**config.mk**
```make
export PLATFORM = sky130hd
export DESIGN_NAME = led_frame_scanner
export DESIGN_NICKNAME = d
export VERILOG_FILES = /design/src/rtl/led_frame_scanner_pkg.sv /design/src/rtl/led_scanner_regs.sv /design/src/rtl/led_frame_scanner.sv
export SDC_FILE = /design/constraint.sdc
export NUM_CORES = 1
export LEC_CHECK = 0
export CELL_PAD_IN_SITES_DETAIL_PLACEMENT = 1
export CELL_PAD_IN_SITES_GLOBAL_PLACEMENT = 1
export CORE_MARGIN = 1
export CORE_UTILIZATION = 40
export DETAILED_ROUTE_END_ITERATION = 16
export GPL_TIMING_DRIVEN = 0
export PLACE_DENSITY_LB_ADDON = 0.1
export SLEW_MARGIN = 20
export SYNTH_ARGS = -nofsm -noshare
export SYNTH_HDL_FRONTEND = slang
export SYNTH_SLANG_ARGS = --single-unit
```
**constraint.sdc**
```tcl
create_clock -name clk_i -period 3.9 [get_ports clk_i]
set_clock_uncertainty 0.1 [all_clocks]
set_input_delay 0.585 -clock clk_i [delete_from_list [all_inputs] [get_ports clk_i]]
set_output_delay 0.585 -clock clk_i [all_outputs]
set_load 0.02 [all_outputs]
```
**src/rtl/led_frame_scanner_pkg.sv**
```systemverilog
// Shared definitions for the LED frame scanner: register map, STATUS layout
// and the one-hot fetch FSM encoding.
package led_frame_scanner_pkg;

  localparam logic [15:0] FRAME_MEMORY_START = 16'h1000;

  localparam logic [1:0] REG_ADDR_L = 2'd0;
  localparam logic [1:0] REG_ADDR_H = 2'd1;
  localparam logic [1:0] REG_CTRL   = 2'd2;
  localparam logic [1:0] REG_STATUS = 2'd3;

  localparam int STAT_BUSY    = 0;
  localparam int STAT_TMO     = 1;
  localparam int STAT_CNT_LSB = 2;

  typedef enum logic [5:0] {
    S_IDLE  = 6'b000001,
    S_LATCH = 6'b000010,
    S_REQ   = 6'b000100,
    S_WAIT  = 6'b001000,
    S_EMIT  = 6'b010000,
    S_DONE  = 6'b100000
  } state_e;

endpackage

```
**src/rtl/led_scanner_regs.sv**
```systemverilog
// Slave register window: frame pointer staging/commit, CTRL enable and STATUS
// (busy, sticky timeout, frame counter), with single-cycle ack generation.
module led_scanner_regs
  import led_frame_scanner_pkg::*;
#(
  parameter logic [15:0] RESET_FRAME_ADDR = FRAME_MEMORY_START + 16'd128
) (
  input  logic        clk_i,
  input  logic        rst_i,
  input  logic [1:0]  s_adr_i,
  input  logic [7:0]  s_dat_i,
  output logic [7:0]  s_dat_o,
  input  logic        s_we_i,
  input  logic        s_stb_i,
  input  logic        s_cyc_i,
  output logic        s_ack_o,
  input  logic        i_busy,
  input  logic        i_timeout,
  input  logic        i_frame_done,
  output logic [15:0] o_frame_base,
  output logic        o_enable
);

  logic        r_ack;
  logic [7:0]  r_dat;
  logic [7:0]  r_staged_lo;
  logic [15:0] r_frame_base;
  logic        r_enable;
  logic        r_timeout;
  logic [5:0]  r_frame_cnt;
  logic        w_req;
  logic        w_wr;
  logic [7:0]  w_rd;

  // The ack register itself gates the next request, so strobes ack every other cycle.
  assign w_req = s_stb_i & s_cyc_i & ~r_ack;
  assign w_wr  = w_req & s_we_i;

  always_comb begin
    w_rd = '0;
    case (s_adr_i)
      REG_ADDR_L: w_rd = r_frame_base[7:0];
      REG_ADDR_H: w_rd = r_frame_base[15:8];
      REG_CTRL:   w_rd = {7'd0, r_enable};
      REG_STATUS: w_rd = {r_frame_cnt, r_timeout, i_busy};
      default:    w_rd = '0;
    endcase
  end

  always_ff @(posedge clk_i or posedge rst_i) begin
    if (rst_i) begin
      r_ack        <= 1'b0;
      r_dat        <= '0;
      r_staged_lo  <= '0;
      r_frame_base <= RESET_FRAME_ADDR;
      r_enable     <= 1'b1;
      r_timeout    <= 1'b0;
      r_frame_cnt  <= '0;
    end else begin
      r_ack <= w_req;
      r_dat <= w_req ? w_rd : 8'h00;
      if (w_wr && s_adr_i == REG_ADDR_L) r_staged_lo <= s_dat_i;
      if (w_wr && s_adr_i == REG_ADDR_H) r_frame_base <= {s_dat_i, r_staged_lo};
      if (w_wr && s_adr_i == REG_CTRL) r_enable <= s_dat_i[0];
      // A timeout in the same cycle as the clear wins so no event is lost.
      if (i_timeout) r_timeout <= 1'b1;
      else if (w_wr && s_adr_i == REG_STATUS && s_dat_i[STAT_TMO]) r_timeout <= 1'b0;
      if (i_frame_done) r_frame_cnt <= r_frame_cnt + 6'd1;
    end
  end

  assign s_ack_o      = r_ack;
  assign s_dat_o      = r_dat;
  assign o_frame_base = r_frame_base;
  assign o_enable     = r_enable;

endmodule

```
**src/rtl/led_frame_scanner.sv**
```systemverilog
// Bursts one frame of pixels out of frame memory over a Wishbone master and
// streams them to the LED row driver, pulsing frame_complete per frame.
module led_frame_scanner
  import led_frame_scanner_pkg::*;
#(
  parameter int          ADDRESS_WIDTH    = 16,
  parameter int          DATA_WIDTH       = 8,
  parameter int          COLS             = 18,
  parameter int          ROWS             = 7,
  parameter int          PIXEL_BYTES      = 2,
  parameter int          MAX_WAIT         = 8,
  parameter logic [15:0] RESET_FRAME_ADDR = FRAME_MEMORY_START + 16'd128
) (
  input  logic                     clk_i,
  input  logic                     rst_i,
  input  logic [1:0]               s_adr_i,
  input  logic [7:0]               s_dat_i,
  output logic [7:0]               s_dat_o,
  input  logic                     s_we_i,
  input  logic                     s_stb_i,
  input  logic                     s_cyc_i,
  output logic                     s_ack_o,
  output logic [ADDRESS_WIDTH-1:0] adr_o,
  input  logic [DATA_WIDTH-1:0]    dat_i,
  output logic                     stb_o,
  output logic                     cyc_o,
  output logic                     we_o,
  output logic [2:0]               cti_o,
  input  logic                     ack_i,
  input  logic                     mem_busy,
  output logic [15:0]              pix_data,
  output logic [2:0]               pix_row,
  output logic [4:0]               pix_col,
  output logic                     pix_valid,
  input  logic                     pix_ready,
  output logic                     frame_complete
);

  localparam int BW = (PIXEL_BYTES > 1) ? $clog2(PIXEL_BYTES) : 1;
  localparam int WW = (MAX_WAIT > 1) ? $clog2(MAX_WAIT) : 1;

  state_e                   r_state, w_next;
  logic [ADDRESS_WIDTH-1:0] r_cur_ptr;
  logic [PIXEL_BYTES*8-1:0] r_pix;
  logic [BW-1:0]            r_byte_idx;
  logic [WW-1:0]            r_wait;
  logic [2:0]               r_row;
  logic [4:0]               r_col;
  logic [15:0]              w_frame_base;
  logic                     w_enable;
  logic                     w_timeout;
  logic                     w_byte_done;
  logic                     w_last_byte;
  logic                     w_last_col;
  logic                     w_last_pix;

  led_scanner_regs #(.RESET_FRAME_ADDR(RESET_FRAME_ADDR)) u_regs (
    .clk_i        (clk_i),
    .rst_i        (rst_i),
    .s_adr_i      (s_adr_i),
    .s_dat_i      (s_dat_i),
    .s_dat_o      (s_dat_o),
    .s_we_i       (s_we_i),
    .s_stb_i      (s_stb_i),
    .s_cyc_i      (s_cyc_i),
    .s_ack_o      (s_ack_o),
    .i_busy       (r_state != S_IDLE),
    .i_timeout    (w_timeout),
    .i_frame_done (r_state == S_DONE),
    .o_frame_base (w_frame_base),
    .o_enable     (w_enable)
  );

  // Timeout fires on the MAX_WAIT-th WAIT cycle; a late ack on that cycle still wins.
  assign w_timeout   = (r_state == S_WAIT) & ~ack_i & (r_wait == WW'(MAX_WAIT - 1));
  assign w_byte_done = (r_state == S_WAIT) & (ack_i | w_timeout);
  assign w_last_byte = (r_byte_idx == BW'(PIXEL_BYTES - 1));
  assign w_last_col  = (r_col == 5'(COLS - 1));
  assign w_last_pix  = w_last_col & (r_row == 3'(ROWS - 1));

  always_ff @(posedge clk_i or posedge rst_i) begin
    if (rst_i) r_state <= S_IDLE;
    else       r_state <= w_next;
  end

  always_comb begin
    w_next = r_state;
    case (r_state)
      S_IDLE:  if (w_enable && !mem_busy) w_next = S_LATCH;
      S_LATCH: w_next = S_REQ;
      S_REQ:   w_next = S_WAIT;
      S_WAIT:  if (w_byte_done) w_next = w_last_byte ? S_EMIT : S_REQ;
      S_EMIT:  if (pix_ready) w_next = w_last_pix ? S_DONE : S_REQ;
      S_DONE:  w_next = S_IDLE;
      default: w_next = S_IDLE;
    endcase
  end

  always_ff @(posedge clk_i or posedge rst_i) begin
    if (rst_i) begin
      r_cur_ptr  <= '0;
      r_pix      <= '0;
      r_byte_idx <= '0;
      r_wait     <= '0;
      r_row      <= '0;
      r_col      <= '0;
    end else begin
      case (r_state)
        // The frame pointer is shadowed here only, so commits never tear a frame.
        S_LATCH: begin
          r_cur_ptr  <= ADDRESS_WIDTH'(w_frame_base);
          r_byte_idx <= '0;
          r_row      <= '0;
          r_col      <= '0;
        end
        S_REQ: r_wait <= '0;
        S_WAIT: begin
          if (w_byte_done) begin
            r_pix[r_byte_idx*8 +: 8] <= ack_i ? dat_i[7:0] : 8'h00;
            r_cur_ptr  <= r_cur_ptr + 1'b1;
            r_byte_idx <= w_last_byte ? '0 : r_byte_idx + 1'b1;
          end else begin
            r_wait <= r_wait + 1'b1;
          end
        end
        S_EMIT: begin
          if (pix_ready) begin
            if (w_last_col) begin
              r_col <= '0;
              r_row <= r_row + 3'd1;
            end else begin
              r_col <= r_col + 5'd1;
            end
          end
        end
        default: ;
      endcase
    end
  end

  // Bus and pixel strobes decode straight from the state so reset drops them at once.
  assign cyc_o          = (r_state == S_REQ) | (r_state == S_WAIT);
  assign stb_o          = cyc_o;
  assign adr_o          = r_cur_ptr;
  assign we_o           = 1'b0;
  assign cti_o          = 3'b000;
  assign pix_valid      = (r_state == S_EMIT);
  assign pix_data       = 16'(r_pix);
  assign pix_row        = r_row;
  assign pix_col        = r_col;
  assign frame_complete = (r_state == S_DONE);

endmodule

```
# Yosys cells after proc, flatten, opt, wreduce, memory -nomap -nowiden
# Cells that the tools add are included.
# Widths: inputs -> output; s select.
# classes
n_addsub	7
n_eq_ne	18
shifts	2
n_mux	25
bitwise_logic	11
n_reduce_logical	18
# op_table
op	count
$neg 4->34	1
$shift 8x34->16 const A	1
$shiftx 8x34->16	1
$pmux 16 s2	1
$pmux 8 s4	1
$pmux 6 s5	1
$mux 6	4
$add 16x1->16 const B	1
$bwmux 16	1
$mux 16	1
$mux 8	2
$mux 5	3
$pmux 3 s2	2
$pmux 5 s2	1
$mux 3	3
$reduce_and 2->1	4
$reduce_bool 2->1	4
$and 1x1->1	7
$add 3x1->3 const B	2
$add 6x1->6 const B	1
$eq 3x3->1 const B	2
$eq 6x1->1 const B	1
$eq 6x2->1 const B	1
$eq 6x3->1 const B	1
19 further kinds	34
# word_totals
regBits	91
input_bits	26
word_cells	95

# Logic depth before layout (Yosys ltp)
# logic_depth
word_depth	7
depth_mapped	7
mapped_depth_nobuf	6

# Modules after synthesis
# From an unflattened synthesis, not the netlist that was laid out.
# unflattened
hier_cells	382
area_unflattened_um2	4388.0
# modules_own_cells
module	instances	cells_per_inst	area_per_inst_um2	seq_area_each_um2
led_frame_scanner	1	265	2648.8	1252.5
led_scanner_regs	1	117	1739.2	1029.7

# Least setup slack after synthesis
# No wires, ideal clock.
# synth_timing
kind	reg-to-output
startpoint	reg r_state[0]
endpoint	out stb_o
arrival_time_ns	1.584
slack_ns	1.631
path_stages_with_launch	7
n_path_buf	3
cell_sequence	dfstp_2 > buf_2 > nor3_1 > nand2_1 > clkbuf_1 > nand2_1 > buf_4
# synth_between
elab_chain_len	2
elab_cells_between_ends	3
# synth_lines
item	line	text
start: declaration	led_frame_scanner.sv:42	state_e r_state, w_next;
start signal: assignment	led_frame_scanner.sv:83	else r_state <= w_next;
$eq 6x3->1 or $eq 6x4->1 (tied branches)	led_frame_scanner.sv:142	assign cyc_o = (r_state == S_REQ) | (r_state == S_WAIT);
$or 1x1->1 (*)	led_frame_scanner.sv:142	
end: declaration	led_frame_scanner.sv:25	output logic stb_o,
# Mark *: on every way between the ends. The rest lies on a longest branch, timed or not.

# Final worst setup path
# Ends and elaborated chain as after synthesis.

==> flow_summary.toml <==
[status]
outcome = "finished clean"

[synthesis]
synthTopCellsByArea = "dfrtp_1 (49%), mux2_2 (6.5%), a32o_1 (3.8%)"
synth-async-reset-ratio = 1.00
synth_edf_count = 0
yosys.area.top_type_share = 0.485
ys_ff_latch = 91
syn-instance-count = 407
netlist.top_cell.by_area = "dfrtp_1"
yosysMostFrequentCell = "dfrtp_1"
ys_seq_area_frac = 0.509
synthTopCellsByCount = "dfrtp_1 (87), mux2_2 (26), nand3_1 (26), nor2_1 (26), nand2_1 (20)"
ys_warn_count = 0
synth_cell_type_count = 65
synth_area_per_cell_um2 = 11.0
ys.flop_type = "dfrtp_1"
netlist_area_mm2 = 0.00449

[sta]
rsz0062_at_grt = "no"
worst_slack_ps = 431
tightest_slew_ps = 875
max_freq_ghz = 0.288
relSlewSlack = 0.414
slew_violations = 0
fin_hold_ws_ps = 396
final.setup.tns_ps = 0
hold_violations = 0
setup_viol = 0
finalCritPeriodShare = 0.890
post-route-min-period_ps = 3470

[job]
cap_violations = 0

[die]
die_area_mm2 = 0.0116
pin_count = 83
rows = 38
die_w_um = 108
die_h_um = 108
core-area_mm2 = 0.0109
initial_utilization = 0.412

[layout]
final_cell_area_mm2 = 0.00565
nets = 534
finalNonFillerCells = 644
fillCellCount = 1225
drive_above_1_share = 0.141
syn_to_final_growth_pct = 26.1
utilization = 0.519
diodes = 0

[power]
p_leak_nw = 2.35
power_mw = 3.03
irDropWorstVdd_v = 0.000290
p_per_area_mw_per_mm2 = 536

[clock_tree]
root_buffer = "clkbuf_8"
postCtsHoldBufs = 0
cts_tree = "built"
clock-sinks = 91
numCtsBuffers = 9
clk_pin_slew_worst_paths_ps = 90
cts_resized = 0
clk_path_buf_depth = 2
post_cts_buffers = 0
htree_levels = 3
clk_latency_ps = 370

[place]
dp.cells = 629
gp_congestion = 0.828
dp_hpwl_mm = 9.24
postPlaceCellArea_mm2 = 0.00549
numPortBuffers = 78
dp_slack_ps = 865

[setup_path]
cp-start-kind = "register"
crit_fanout = 10
endpoint_kind = "output pin"
arrival_ps = 2780
path_class = "register to output pin"
required_ps = 3210

[routing]
drc_errors = 0
num_vias = 3675
wl_per_cell_um = 19.4
detail-route-antenna-nets = 0
drt_iter0_markers = 222
drt_first_pass_iters = 4
viasPerCell = 5.71
drt_wl_total_mm = 12.5

[global_route]
grt_pass1_wl_mm = 20.4
antenna_found_initial = 0
grt_max_degree = 79
grt-ovfl-total = 0
grt_pass1_vias = 3859
grt_use_total = 0.231

[hold_path]
hold_path_class = "primary input to async pin"
routing by layer:
layer | global-route usage | vias to the layer above | part of all wire
met3 | 0.0430 | 18 | 0.033
li1 | - | 1719 | -
met5 | 0 | - | 0
met4 | 0.0793 | 0 | 0.019
met2 | 0.369 | 71 | 0.48
met1 | 0.313 | 1867 | 0.47
path summary, 6_finish.rpt:
kind / cells past startpoint / endpoint / slack, ps / from
setup / recovery: 7 / stb_o / 430 / r_state[0]
hold / removal: 2 / u_regs.s_ack_o / 400 / rst_i
setup reg to reg: 7 / adr_o[6] / 1220 / r_wait[0]
hold reg to reg: 1 / pix_data[10] / 400 / pix_data[10]
max in group asynchronous: 3 / u_regs.o_frame_base[7] / 2670 / rst_i
min in group clk_i: 1 / pix_data[10] / 400 / pix_data[10]
logic make-up after synthesis:
group | after synthesis | synth area share
other cells | 1 | 0.000836
simple gates | 129 | 0.168
flops | 91 | 0.509
compound gates | 98 | 0.157
fa+ha+maj | 8 | 0.0223
mux | 39 | 0.0974
xor+xnor | 5 | 0.00976
buf+inv | 36 | 0.0365
worst max-delay path, stage by stage, from the launching register on:
cell             delay (ps)
dfstp_2                 370
buf_2                   160
nor3_1                  420
nand2_1                 220
clkbuf_1                310
nand2_1                 220
buf_4                   130
clkdlybuf4s50_1         580
layout by cell type (no fill, tap or decap), types with 6 or more instances in the layout:
cell type,netlist,final
a21oi_1,18,18
a31oi_1,6,6
a32o_1,17,17
buf_2,8,8
clkbuf_1,12,14
clkbuf_8,0,10
clkdlybuf4s50_1,0,78
dfrtp_1,87,87
ha_1,8,8
inv_1,10,9
mux2_2,26,26
mux2i_1,11,11
nand2_1,20,20
nand3_1,26,26
nand4_1,7,7
nor2_1,26,26
nor3_1,7,7
o211ai_1,6,6
o21ai_0,11,11
o22ai_1,9,9
state kept, by name, summed over array words and instances, names as in the netlist:
| register | flops |
|---|---|
| pix_data | 16 |
| u_regs.r_timeout | 1 |
| u_regs.r_staged_lo | 8 |
| u_regs.o_enable | 1 |
| u_regs.r_frame_cnt | 6 |
| r_wait | 3 |
| u_regs.s_dat_o | 8 |
| adr_o | 16 |
| r_byte_idx | 1 |
| u_regs.o_frame_base | 16 |
| u_regs.s_ack_o | 1 |
| pix_row | 3 |
| pix_col | 5 |
| r_state | 6 |
final cells by class:
| type | instances | area (µm²) | share of cell area |
|---|---|---|---|
| Tap cell | 140 | 175 | 0.0310 |
| Sequential cell | 91 | 2280 | 0.404 |
| Buffer | 26 | 126 | 0.0224 |
| Multi-Input combinational cell | 283 | 2050 | 0.363 |
| Timing Repair Buffer | 79 | 808 | 0.143 |
| Clock buffer | 12 | 145 | 0.0257 |
| Clock inverter | 3 | 23.8 | 0.00420 |
| Inverter | 10 | 42.5 | 0.00752 |
where the power goes:
part / internal (mW) / switching (mW) / total [mW]
Clock: 0.249 / 0.342 / 0.591
Sequential: 1.14 / 0.226 / 1.37
Combinational: 0.476 / 0.594 / 1.07
Total: 1.87 / 1.16 / 3.03
No activity file was read; power rests on OpenSTA's default activity.
